**config.mk**
```make
export PLATFORM = sky130hd
export DESIGN_NAME = ftdi_tx_arbiter
export DESIGN_NICKNAME = d
export VERILOG_FILES = /design/src/rtl/ftdi_tx_arbiter.sv
export SDC_FILE = /design/constraint.sdc
export NUM_CORES = 1
export LEC_CHECK = 0
export ABC_AREA = 1
export BUFFER_PORTS_ARGS = -buffer_cell sky130_fd_sc_hd__buf_2
export CAP_MARGIN = 20
export CORE_MARGIN = 1.5
export CORE_UTILIZATION = 43
export DETAILED_ROUTE_END_ITERATION = 6
export PLACE_DENSITY = 0.8
export SETUP_SLACK_MARGIN = 0.15
export SYNTH_ARGS = -nofsm -noshare
export SYNTH_HDL_FRONTEND = slang
export SYNTH_SLANG_ARGS = --single-unit
```
**constraint.sdc**
```tcl
create_clock -name iClk -period 2 [get_ports iClk]
set_clock_uncertainty 0.05 [all_clocks]
set_input_delay 0.1 -clock iClk [delete_from_list [all_inputs] [get_ports iClk]]
set_output_delay 0.1 -clock iClk [all_outputs]
set_load 0.05 [all_outputs]
```
**src/rtl/ftdi_tx_arbiter.sv**
```systemverilog
// Round-robin packetiser feeding the Tx FIFO of the FTDI FIFO bridge.
// Each granted requester gets one framed packet: sync byte, requester id,
// payload length, payload bytes, then an XOR checksum of the payload.
module ftdi_tx_arbiter #(
    parameter int         pNumReq   = 4,
    parameter logic [7:0] pSyncByte = 8'hA5
) (
    input  logic                   iClk,
    input  logic                   iRst_n,
    input  logic [pNumReq-1:0]     iReq,
    input  logic [8*pNumReq-1:0]   iReqLen,
    input  logic [8*pNumReq-1:0]   iReqData,
    input  logic [pNumReq-1:0]     iReqValid,
    output logic [pNumReq-1:0]     oReqAck,
    output logic [pNumReq-1:0]     oGrant,
    output logic                   oTxEn,
    output logic [7:0]             oTxData,
    input  logic                   iTxFull,
    output logic                   oBusy,
    output logic                   oPktDone
);

    typedef enum logic [2:0] {
        IDLE,
        SYNC,
        ID,
        LEN,
        PAYLOAD,
        CSUM
    } state_t;

    state_t               state_q, state_d;
    logic [pNumReq-1:0]   grant_q, grant_d;
    logic [2:0]           idx_q, idx_d;
    logic [2:0]           ptr_q, ptr_d;
    logic [7:0]           count_q, count_d;
    logic [7:0]           csum_q, csum_d;

    logic [pNumReq-1:0]   reqRot;
    logic                 selFound;
    logic [2:0]           selIdx;
    logic [7:0]           selLen;
    logic [7:0]           grantData;
    logic                 grantValid;

    // Round-robin search: rotate the requests so the pointer lane is bit 0,
    // take the lowest set bit and map it back to an absolute index.
    always_comb begin
        reqRot   = pNumReq'({iReq, iReq} >> ptr_q);
        selFound = 1'b0;
        selIdx   = '0;
        for (int j = 0; j < pNumReq; j++) begin
            if (!selFound && reqRot[j]) begin
                selFound = 1'b1;
                selIdx   = 3'((int'(ptr_q) + j) % pNumReq);
            end
        end
    end

    // Lane multiplexers: length of the candidate lane, payload of the owner.
    always_comb begin
        selLen     = '0;
        grantData  = '0;
        grantValid = 1'b0;
        for (int k = 0; k < pNumReq; k++) begin
            if (selIdx == 3'(k)) begin
                selLen = iReqLen[8*k +: 8];
            end
            if (idx_q == 3'(k)) begin
                grantData  = iReqData[8*k +: 8];
                grantValid = iReqValid[k];
            end
        end
    end

    // Packet framing FSM: next state, datapath updates and FIFO-side outputs.
    always_comb begin
        state_d  = state_q;
        grant_d  = grant_q;
        idx_d    = idx_q;
        ptr_d    = ptr_q;
        count_d  = count_q;
        csum_d   = csum_q;
        oTxEn    = 1'b0;
        oTxData  = 8'h00;
        oReqAck  = '0;
        oPktDone = 1'b0;
        case (state_q)
            IDLE: begin
                if (selFound) begin
                    grant_d = pNumReq'(1) << selIdx;
                    idx_d   = selIdx;
                    count_d = selLen;
                    csum_d  = 8'h00;
                    state_d = SYNC;
                end
            end
            SYNC: begin
                if (!iTxFull) begin
                    oTxEn   = 1'b1;
                    oTxData = pSyncByte;
                    state_d = ID;
                end
            end
            ID: begin
                if (!iTxFull) begin
                    oTxEn   = 1'b1;
                    oTxData = {5'b0, idx_q};
                    state_d = LEN;
                end
            end
            LEN: begin
                if (!iTxFull) begin
                    oTxEn   = 1'b1;
                    oTxData = count_q;
                    state_d = (count_q == 8'd0) ? CSUM : PAYLOAD;
                end
            end
            PAYLOAD: begin
                if (grantValid && !iTxFull) begin
                    oTxEn   = 1'b1;
                    oTxData = grantData;
                    oReqAck = pNumReq'(1) << idx_q;
                    csum_d  = csum_q ^ grantData;
                    count_d = count_q - 8'd1;
                    if (count_q == 8'd1) begin
                        state_d = CSUM;
                    end
                end
            end
            CSUM: begin
                if (!iTxFull) begin
                    oTxEn    = 1'b1;
                    oTxData  = csum_q;
                    oPktDone = 1'b1;
                    grant_d  = '0;
                    ptr_d    = (idx_q == 3'(pNumReq - 1)) ? 3'd0 : idx_q + 3'd1;
                    state_d  = IDLE;
                end
            end
            default: begin
                state_d = IDLE;
            end
        endcase
    end

    assign oGrant = grant_q;
    assign oBusy  = (state_q != IDLE);

    // State and datapath registers; reset abandons any packet in flight.
    always_ff @(posedge iClk or negedge iRst_n) begin
        if (!iRst_n) begin
            state_q <= IDLE;
            grant_q <= '0;
            idx_q   <= '0;
            ptr_q   <= '0;
            count_q <= '0;
            csum_q  <= '0;
        end else begin
            state_q <= state_d;
            grant_q <= grant_d;
            idx_q   <= idx_d;
            ptr_q   <= ptr_d;
            count_q <= count_d;
            csum_q  <= csum_d;
        end
    end

endmodule

```
==> results of run 1 <==
-- state kept, by name, indices dropped and copies added (netlist names) --
name     flops
state_q      3
csum_q       8
idx_q        2
count_q      8
ptr_q        2
oGrant       4
-- report_power, final --
part | leakage (uW) | internal [uW] | total, uW | switching, uW
Sequential | 0.000345 | 753 | 989 | 235
Clock | 0.0000228 | 143 | 317 | 174
Combinational | 0.00143 | 1890 | 4990 | 3100
Total | 0.00180 | 2790 | 6290 | 3510
-- cell usage in the layout, fill, tap and decap left out, drive strengths merged, types with 3 or more instances in the layout --
cell / count
nor2: 44
a21oi: 30
ha: 6
xor2: 3
a22oi: 9
dfrtp: 27
nand3: 24
buf: 131
clkbuf: 4
o211ai: 10
nand4: 6
inv: 49
nand2: 89
o21ai: 42
-- area by class of cell --
type | count | area, sq um | share of cell area [%]
clock buffers | 4 | 45.0 | 1.26
inverters | 49 | 204 | 5.69
repair buffers | 132 | 842 | 23.5
well taps | 70 | 87.6 | 2.44
multi-input cells | 276 | 1730 | 48.2
flip-flops and latches | 27 | 678 | 18.9
-- cell usage after synthesis --
| library cell | n | area share (%) |
|---|---|---|
| nand2_4 | 3 | 1.4 |
| buf_6 | 2 | 0.95 |
| inv_1 | 42 | 6.7 |
| a21oi_1 | 29 | 6.1 |
| ha_1 | 6 | 3.2 |
| o21bai_1 | 1 | 0.32 |
| nor2_1 | 32 | 5.1 |
| buf_2 | 2 | 0.42 |
| o21ai_0 | 34 | 7.2 |
| nand3_1 | 22 | 4.7 |
| a21oi_2 | 1 | 0.37 |
| inv_2 | 5 | 0.79 |
| o22ai_1 | 1 | 0.27 |
| nand4_1 | 6 | 1.6 |
| o211ai_1 | 10 | 3.2 |
| a22oi_1 | 9 | 2.9 |
| nor2_4 | 4 | 1.9 |
| o2111ai_1 | 1 | 0.37 |
| nand2_1 | 81 | 13 |
| nor3_1 | 1 | 0.21 |
| nand2_2 | 5 | 1.3 |
| xor2_1 | 3 | 1.1 |
| nand3b_1 | 1 | 0.32 |
| a221oi_1 | 2 | 0.74 |
| nand3_2 | 2 | 0.85 |
| o31ai_1 | 2 | 0.64 |
| o21ai_1 | 8 | 1.7 |
| o221ai_1 | 2 | 0.74 |
| dfrtp_1 | 27 | 29 |
| inv_4 | 2 | 0.53 |
| nor2_2 | 6 | 1.6 |
| clkbuf_1 | 5 | 0.79 |
| a31oi_1 | 2 | 0.53 |
-- logic make-up (layout without fill, tap and decap cells) --
logic type,count (synthesis),count (layout),share of synthesized area (%)
AND/OR/NAND/NOR,163,165,31.8
AO/OA/AOI/OAI,102,102,25.1
buffers and inverters,58,185,10.2
flip-flops,27,27,28.6
adder cells (fa/ha/maj),6,6,3.18
XOR/XNOR,3,3,1.11
-- how the worst min path moves through the flow --
stage	slack, ns	from	to
finish	0.07	iReqLen[25]	count_q[1]
global route	0.08	iReqLen[25]	count_q[1]
CTS	0.07	iReqLen[27]	count_q[3]
detailed placement	0.09	iRst_n	csum_q[0]
global placement	0.09	iRst_n	csum_q[2]
floorplan	-0.25	iRst_n	count_q[0]
-- critical path, stage by stage (launching register included) --
cell and delay [ns]:
dfrtp_1 0.42, inv_2 0.10, ha_1 0.29, a21oi_1 0.13
o21ai_2 0.08, nand2_2 0.10, nor2_4 0.20, inv_4 0.06
nor2_4 0.10, a21oi_1 0.05, o211ai_1 0.11, buf_4 0.24
-- layer usage --
metal / vias to the layer above / share of wire [%]
li1: 1471 / -
met1: 1394 / 42
met2: 137 / 51
met3: 14 / 6.0
met4: 0 / 1.4
met5: - / 0
-- what timing repair did --
item	in CTS	in global routing
gates cloned	2	0
pin swaps	15	25
setup buffers	10	4
gates resized for setup	39	55
hold buffers	1	0
endpoints found under the hold margin	27	0
endpoints found under the setup margin	32	38
-- per-stage QoR --
step | cell area, sq um | hold WS (ns) | total power (uW)
after floorplan | 2440 | -0.246 | 3860
after global placement | 3120 | 0.0899 | 4770
after global routing | 3590 | 0.0812 | 6770
final | 3590 | 0.0739 | 6290
after CTS | 3390 | 0.0714 | 5600
after detailed placement | 3120 | 0.0918 | 4870
==> impl_metrics.py, run 1 <==
metrics = {
    "clock_network": {
        "cts_tree": "yes",
        "clockRootBuffer": "clkbuf_8",
        "cts_buffer_depth": 2,
        "clk_latency_ns": 0.27,
        "cts_buffers": 3,
        "numClockSinks": 27,
        "clk_pin_slew_ns": 0.09,
        "cts_htree_levels": 1,
    },
    "synth": {
        "ys_types": 33,
        "ys_seq_area_share_pct": 28.6,
        "syn-cell-area_sq_um": 2360,
        "syn_avg_cell_area_sq_um": 6.58,
        "syn_nets": 440,
        "yosysWarnings": 0,
        "netlist_instances": 359,
        "ys_seq_elements": 27,
    },
    "global_routing": {
        "grt_pass1_wl_um": 12000,
        "grt_antenna_before_repair": 0,
        "use_met2_pct": 44.0,
        "first_global_vias": 2754,
        "grtUsageMet1_pct": 31.6,
        "grt_max_degree": 28,
        "grt_overflow": 0,
        "grt-busiest-layer": "met2",
        "grt_use_total_pct": 24.5,
        "grt_util_met3_pct": 3.21,
    },
    "placed_design": {
        "place_inst": 537,
        "place_congestion": 0.913,
        "place.port_buffers": 93,
        "dp_hpwl_um": 5710,
        "detailedPlace.worstSlack_ns": -0.105,
    },
    "finish": {
        "finalNetCount": 570,
        "fillers": 449,
        "instances_no_fill": 558,
        "area_growth_pct": 51.9,
        "fin_util_pct": 68.9,
        "drive_above_1_share_pct": 47.5,
        "num_antenna_cells": 0,
    },
    "worst_setup_path": {
        "cp-end-kind": "output pin",
        "reg2reg_depth": 11,
        "r2r_start": "idx_q[0]",
        "rrSetupSlack_ns": -0.14,
        "crit_fanout": 5,
        "path_class": "reg2out",
        "worst_ep_required_time_ns": 1.85,
        "cp-startpoint": "idx_q[0]",
        "critPathCapture": "oTxData[5]",
        "start_kind": "register",
        "worstPathArrival_ns": 2.15,
        "timing.rr.end": "csum_q[4]",
    },
    "sta": {
        "period_needed_ns": 2.30,
        "setup_violations": 25,
        "drv_slew": 0,
        "worst-slew-pin-transition_ns": 0.614,
        "rsz0062_at_grt": "true",
        "tns_ns": -3.28,
        "period_share_pct": 115,
        "setup_ws_ns": -0.298,
        "hold_viol": 0,
        "max_freq_ghz": 0.435,
        "max_slew_margin_pct": 59.1,
    },
    "floorplanning": {
        "rows": 26,
        "coreArea_sq_um": 5200,
        "ioPinCount": 94,
        "dieArea_sq_um": 5940,
        "start_util_pct": 45.4,
        "die_y_um": 77.1,
        "die_w_um": 77.1,
    },
    "pwr": {
        "power_density_nw_per_um2": 1760,
        "vdd_drop_max_mv": 1.58,
        "p_leak_uw": 0.00180,
    },
    "run_status": {
        "violations": "negative setup slack",
        "status": "complete, but fails checks",
    },
    "job": {
        "max_cap_violations": 0,
    },
    "route": {
        "route.detailed.wl_per_inst_um": 14.2,
        "via_per_inst": 5.41,
        "antenna_left": 0,
        "first_pass_iters": 5,
        "vias": 3016,
        "routed_wl_um": 7940,
        "drc": 0,
        "drt_first_iter_violations": 197,
    },
    "hold_path": {
        "min_path_cells": 5,
        "hold_class": "in2reg",
    },
}
Note: power is estimated with default switching activity, not from simulation.
==> inputs of run 2 (changes only) <==
--- a/config.mk
+++ b/config.mk
@@ -5,7 +5,6 @@
 export SDC_FILE = /design/constraint.sdc
 export NUM_CORES = 1
 export LEC_CHECK = 0
-export ABC_AREA = 1
 export BUFFER_PORTS_ARGS = -buffer_cell sky130_fd_sc_hd__buf_2
 export CAP_MARGIN = 20
 export CORE_MARGIN = 1.5
==> run 2 against run 1 <==
Synthesized area rose by 0.21%; the flow still finishes with violations (negative setup slack); critical path depth decreased by 2; global-route usage is 2.7 points higher; first-iteration DRC count up 3.0%.
==> impl_metrics.py, run 2 <==
metrics = {
    "sta": {
        "hold_viol": 0,
        "rsz0062_at_grt": "true",
        "max_slew_margin_pct": 57.4,
        "max_freq_ghz": 0.436,
        "drv_slew": 0,
        "setup_ws_ns": -0.293,
        "fin_hold_ws_ns": 0.148,
        "period_needed_ns": 2.29,
        "setup_violations": 20,
        "period_share_pct": 115,
        "worst-slew-pin-transition_ns": 0.639,
    },
    "finish": {
        "fillers": 377,
        "fin_util_pct": 71.9,
        "final_cell_mix": "buf_2, buf_4, dfrtp_1",
        "drive_above_1_share_pct": 46.5,
        "multiInputGateArea_sq_um": 1910,
        "regArea_sq_um": 677,
        "finalNetCount": 497,
        "final_common_cell": "buf_2",
        "area_growth_pct": 58.1,
        "num_antenna_cells": 0,
    },
    "pwr": {
        "pwr-share-clk_pct": 5.8,
        "sequentialPowerShare_pct": 19.1,
        "p_leak_uw": 0.00171,
        "p_comb_share_pct": 75.2,
        "internal-power_uw": 2660,
        "swShare_pct": 50.6,
        "vdd_drop_max_mv": 0.841,
        "power_density_nw_per_um2": 1440,
        "p_switching_uw": 2720,
    },
    "floorplanning": {
        "die_w_um": 77.2,
        "coreArea_sq_um": 5200,
        "start_util_pct": 45.5,
        "die_y_um": 77.2,
        "dieArea_sq_um": 5960,
        "ioPinCount": 94,
        "rows": 26,
    },
    "synth": {
        "synth.area.top_cells": "dfrtp_1, o21ai_0, a21oi_1, o221ai_1, nand3_1",
        "ys_types": 54,
        "syn-cell-area_sq_um": 2370,
        "synth_top_area_share_pct": 28.6,
        "ys_seq_area_share_pct": 28.6,
        "synth_edf_count": 0,
        "ys_seq_elements": 27,
        "syn_avg_cell_area_sq_um": 8.08,
        "ys.flop_type": "dfrtp_1",
        "yosysWarnings": 0,
        "netlist_instances": 293,
        "synth_common_cells": "o21ai_0, dfrtp_1, a21oi_1, inv_1, nand3_1",
        "syn_nets": 374,
        "synth_top_cell_by_area": "dfrtp_1",
        "synthArstFlopShare_pct": 100,
        "synth_most_common_cell": "o21ai_0",
    },
    "global_routing": {
        "grt_overflow": 0,
        "grt_pass1_wl_um": 13100,
        "grt_max_degree": 28,
        "grt_use_total_pct": 27.2,
        "first_global_vias": 2682,
        "grt_antenna_before_repair": 0,
    },
    "worst_setup_path": {
        "reg2reg_depth": 10,
        "critPathTopFamily": "compound AO/OA/AOI/OAI gates",
        "start_kind": "register",
        "rrSetupSlack_ns": -0.23,
        "worst_ep_required_time_ns": 1.85,
        "crit_fanout": 4,
        "cp-startpoint": "idx_q[1]",
        "path_buf_inv": 3,
        "cp-end-kind": "output pin",
        "path_class": "reg2out",
        "crit_cells": 9,
        "timing.rr.end": "count_q[3]",
        "slowest_delay_ns": 0.39,
        "r2r_start": "idx_q[1]",
        "critPathSlowestCell": "dfrtp_1",
        "worstPathArrival_ns": 2.14,
        "path_cells": "inv_2 -> ha_4 -> nand3b_1 -> a221oi_4 -> buf_6 -> or2_4 -> nand2_4 -> a221oi_4 -> buf_6",
        "critPathCapture": "oTxEn",
    },
    "route": {
        "drc": 0,
        "via_per_inst": 5.99,
        "first_pass_iters": 4,
        "antenna_left": 0,
        "route.detailed.wl_per_inst_um": 17.3,
        "routed_wl_um": 8370,
        "vias": 2904,
        "drt_first_iter_violations": 203,
    },
    "clock_network": {
        "clk_pin_slew_ns": 0.09,
        "cts_buffers": 3,
        "cts_tree": "yes",
        "clockRootBuffer": "clkbuf_8",
        "clk_latency_ns": 0.27,
        "numClockSinks": 27,
        "cts_buffer_depth": 2,
        "cts_htree_levels": 1,
    },
    "job": {
        "max_cap_violations": 0,
    },
    "placed_design": {
        "place.port_buffers": 93,
        "place_congestion": 0.931,
        "detailedPlace.worstSlack_ns": -0.270,
        "dp_hpwl_um": 5670,
    },
    "run_status": {
        "status": "complete, but fails checks",
        "violations": "negative setup slack",
    },
    "hold_path": {
        "hold_class": "in2reg",
    },
}
[run 2: worst min path at each step]
stage	from	end	slack, ns	depth (start not counted)
global placement	iRst_n	csum_q[6]	0.1	1
global route	iReqLen[9]	count_q[1]	0.15	3
floorplan	iRst_n	count_q[0]	-0.25	0
CTS	iReqLen[9]	count_q[1]	0.14	3
finish	iReqLen[25]	count_q[1]	0.15	3
detailed placement	iRst_n	csum_q[4]	0.09	1
[run 2: per-layer routing]
| layer | GRT usage [%] | vias up | routed length (um) |
|---|---|---|---|
| met2 | 47.2 | 130 | 4350 |
| met3 | 3.10 | 13 | 476 |
| met4 | 6.55 | 0 | 114 |
| met1 | 35.7 | 1398 | 3430 |
| met5 | 0 | - | 0 |
| li1 | - | 1363 | - |
[run 2: power groups by stage]
stage	logic, uW	registers (uW)	clock network, uW
floorplan	2210	1050	0
global placement	3080	1010	0
detailed placement	3160	1020	0
CTS	3600	1010	313
global route	4320	1050	347
finish	4040	1030	311
[run 2: kinds of logic (layout without fill, tap and decap cells)]
kind of cell,count (synthesis),after routing,share of synthesized area [%]
compound gates,114,114,34.2
simple gates,99,99,23.8
buf+inv,40,162,7.35
flops,27,27,28.6
fa+ha+maj,6,6,3.17
mux,5,5,2.17
xor+xnor,2,2,0.740
[run 2: area by class of cell]
type                    instances  area share, %
inverters                      20           2.17
multi-input cells             226           50.9
flip-flops and latches         27           18.1
clock buffers                   4           1.20
well taps                      70           2.34
repair buffers                138           25.3
[run 2: worst reg2reg max path: stages (launching register included)]
cell and delay [ns]:
dfrtp_1 0.39, inv_2 0.08, ha_4 0.17, nand3b_1 0.19, a221oi_4 0.24, buf_6 0.16, buf_4 0.11, buf_6 0.08
a211oi_4 0.06, or4b_1 0.48, o211a_1 0.12
[run 2: what timing repair did]
action                     4_1_cts  5_1_grt
buffers inserted                 6        8
resized for setup               54       26
hold endpoints to repair        27        0
hold buffers                     1        0
gates cloned                     1        0
setup endpoints to repair       30       31
pin swaps                        7        4
[run 2: through the flow]
stage / std cells / cell area, sq um / TNS (ns) / power (uW)
floorplan: 293 / 2530 / -0.778 / 3250
global placement: 465 / 3210 / -2.55 / 4090
detailed placement: 465 / 3210 / -5.04 / 4180
CTS: 477 / 3560 / -3.62 / 4930
global route: 485 / 3740 / -5.95 / 5710
finish: 485 / 3740 / -3.96 / 5380
==> inputs of run 3 (changes only) <==
--- a/config.mk
+++ b/config.mk
@@ -9,6 +9,7 @@
 export CAP_MARGIN = 20
 export CORE_MARGIN = 1.5
 export CORE_UTILIZATION = 43
+export CTS_BUF_LIST = sky130_fd_sc_hd__clkbuf_16
 export DETAILED_ROUTE_END_ITERATION = 6
 export PLACE_DENSITY = 0.8
 export SETUP_SLACK_MARGIN = 0.15
==> run 3 against run 2 <==
The run still ends with negative setup slack left; register-to-register slack barely moved; maximum frequency barely moved; hold slack improved by 0.0064 ns; global-route usage rose by 0.62 points; sequential power barely moved; critical endpoint unchanged; non-clock buffer count fell by 1; critical path type unchanged; wire length barely moved; die area did not move; count of clock-buffer cells in the layout fell by 1; clock power rose by 45%; via count rose by 0.38%.
==> impl_metrics.py, run 3 (synthesis gave the netlist of run 2 again) <==
metrics = {
    "run_status": {
        "status": "complete, but fails checks",
        "violations": "negative setup slack",
    },
    "worst_setup_path": {
        "reg2reg_depth": 10,
        "cp-end-kind": "output pin",
        "start_kind": "register",
        "r2r_start": "idx_q[1]",
        "path_class": "reg2out",
        "timing.rr.end": "count_q[3]",
        "worst_ep_required_time_ns": 1.85,
        "crit_fanout": 4,
        "worstPathArrival_ns": 2.14,
        "rrSetupSlack_ns": -0.23,
    },
    "finish": {
        "num_antenna_cells": 0,
        "final_cell_mix": "buf_2, buf_4, dfrtp_1",
        "final_common_cell": "buf_2",
        "fin_util_pct": 71.4,
        "regArea_sq_um": 677,
        "multiInputGateArea_sq_um": 1870,
        "area_growth_pct": 57.1,
        "drive_above_1_share_pct": 46.1,
        "fillers": 386,
        "stdcell_area_sq_um": 3720,
        "finalNetCount": 496,
    },
    "sta": {
        "hold_viol": 0,
        "fin_hold_ws_ns": 0.154,
        "rsz0062_at_grt": "true",
        "setup_ws_ns": -0.293,
        "tns_ns": -3.90,
        "period_needed_ns": 2.29,
        "max_slew_margin_pct": 58.6,
        "max_freq_ghz": 0.436,
        "setup_violations": 20,
        "drv_slew": 0,
        "worst-slew-pin-transition_ns": 0.621,
        "period_share_pct": 115,
    },
    "route": {
        "drt_first_iter_violations": 252,
        "first_pass_iters": 5,
        "route.detailed.wl_per_inst_um": 17.3,
        "via_per_inst": 6.02,
        "drc": 0,
        "antenna_left": 0,
        "vias": 2915,
        "routed_wl_um": 8370,
    },
    "pwr": {
        "power_density_nw_per_um2": 1450,
        "p_leak_uw": 0.00170,
        "power.total_uw": 5410,
        "vdd_drop_max_mv": 0.827,
    },
    "clock_network": {
        "cts_htree_levels": 1,
        "cts_tree": "yes",
        "clk_pin_slew_ns": 0.06,
        "clockRootBuffer": "clkbuf_16",
        "cts_buffers": 3,
        "clk_latency_ns": 0.26,
        "numClockSinks": 27,
        "cts_buffer_depth": 2,
    },
    "global_routing": {
        "grt_antenna_before_repair": 0,
        "grt_max_degree": 28,
        "first_global_vias": 2716,
        "grt_use_total_pct": 27.8,
        "grt_pass1_wl_um": 13300,
        "grt_overflow": 0,
    },
    "placed_design": {
        "place_congestion": 0.931,
        "place_area_sq_um": 3210,
        "dp_hpwl_um": 5670,
        "place.port_buffers": 93,
    },
    "hold_path": {
        "hold_start": "iReqLen[25]",
        "hold_class": "in2reg",
        "whs_endpoint": "count_q[1]",
        "min_path_cells": 3,
    },
    "job": {
        "max_cap_violations": 0,
    },
    "floorplanning": {
        "coreArea_sq_um": 5200,
        "die_y_um": 77.2,
        "ioPinCount": 94,
        "rows": 26,
        "dieArea_sq_um": 5960,
        "die_w_um": 77.2,
        "start_util_pct": 45.5,
    },
}
==> run 3: changes by cell type in the layout (fill, tap and decap cells not counted), moves of 2 or more <==
cell / previous run / this run
clkbuf_16: 0 / 3
clkbuf_8: 3 / 0
a221oi_1: 0 / 2
a221oi_2: 8 / 6
o221ai_2: 1 / 3
o221ai_4: 8 / 6
==> run 3: what timing repair did <==
item / in CTS / in global routing
hold buffers: 1 / 0
pin swaps: 7 / 4
gates resized for setup: 52 / 19
buffers inserted: 5 / 8
endpoints found under the hold margin: 27 / 0
cloned: 1 / 0
setup endpoints to repair: 30 / 31
==> run 3: how the worst max path moves through the flow <==
stage | from | to | slack (ns) | cells after the start
after floorplan | idx_q[0] | oTxEn | -0.28 | 9
after global placement | idx_q[0] | count_q[4] | -0.17 | 9
after detailed placement | idx_q[0] | count_q[1] | -0.27 | 9
after CTS | idx_q[0] | oTxEn | -0.28 | 8
after global routing | idx_q[1] | oTxEn | -0.37 | 9
final | idx_q[1] | oTxEn | -0.29 | 9
==> run 3: cell type report <==
class | count | area share, %
Tap cell | 70 | 2.36
Sequential cell | 27 | 18.2
Timing Repair Buffer | 137 | 24.9
Clock inverter | 1 | 0.101
Inverter | 20 | 2.12
Multi-Input combinational cell | 226 | 50.3
Clock buffer | 3 | 2.02
==> run 3: power by group <==
| part | total (uW) | switching [uW] | internal (uW) |
|---|---|---|---|
| Sequential | 1030 | 265 | 762 |
| Combinational | 3930 | 2230 | 1700 |
| Clock | 452 | 184 | 268 |
==> run 3: stage by stage <==
step	setup slack, ns	cells
3_3_place_gp	-0.169	465
5_1_grt	-0.369	484
3_5_place_dp	-0.270	465
4_1_cts	-0.278	476
2_1_floorplan	-0.278	293
6_report	-0.293	484
==> run 3: per-layer routing <==
| metal | part of all wire [%] | vias to the layer above | GRT usage [%] | routed length [um] |
|---|---|---|---|---|
| met5 | 0 | - | 0 | 0 |
| met4 | 3.0 | 0 | 8.18 | 248 |
| met3 | 6.2 | 26 | 3.93 | 521 |
| met2 | 51 | 144 | 48.3 | 4240 |
| met1 | 40 | 1387 | 35.4 | 3360 |
| li1 | - | 1358 | - | - |
==> run 3: worst max-delay path, stage by stage (launching register included) <==
cell and delay, ns:
dfrtp_1 0.39, inv_2 0.08, ha_4 0.17, nand3b_1 0.19
a221oi_4 0.24, buf_6 0.15, or2_4 0.14, nand2_2 0.06
a221oi_4 0.25, buf_6 0.20
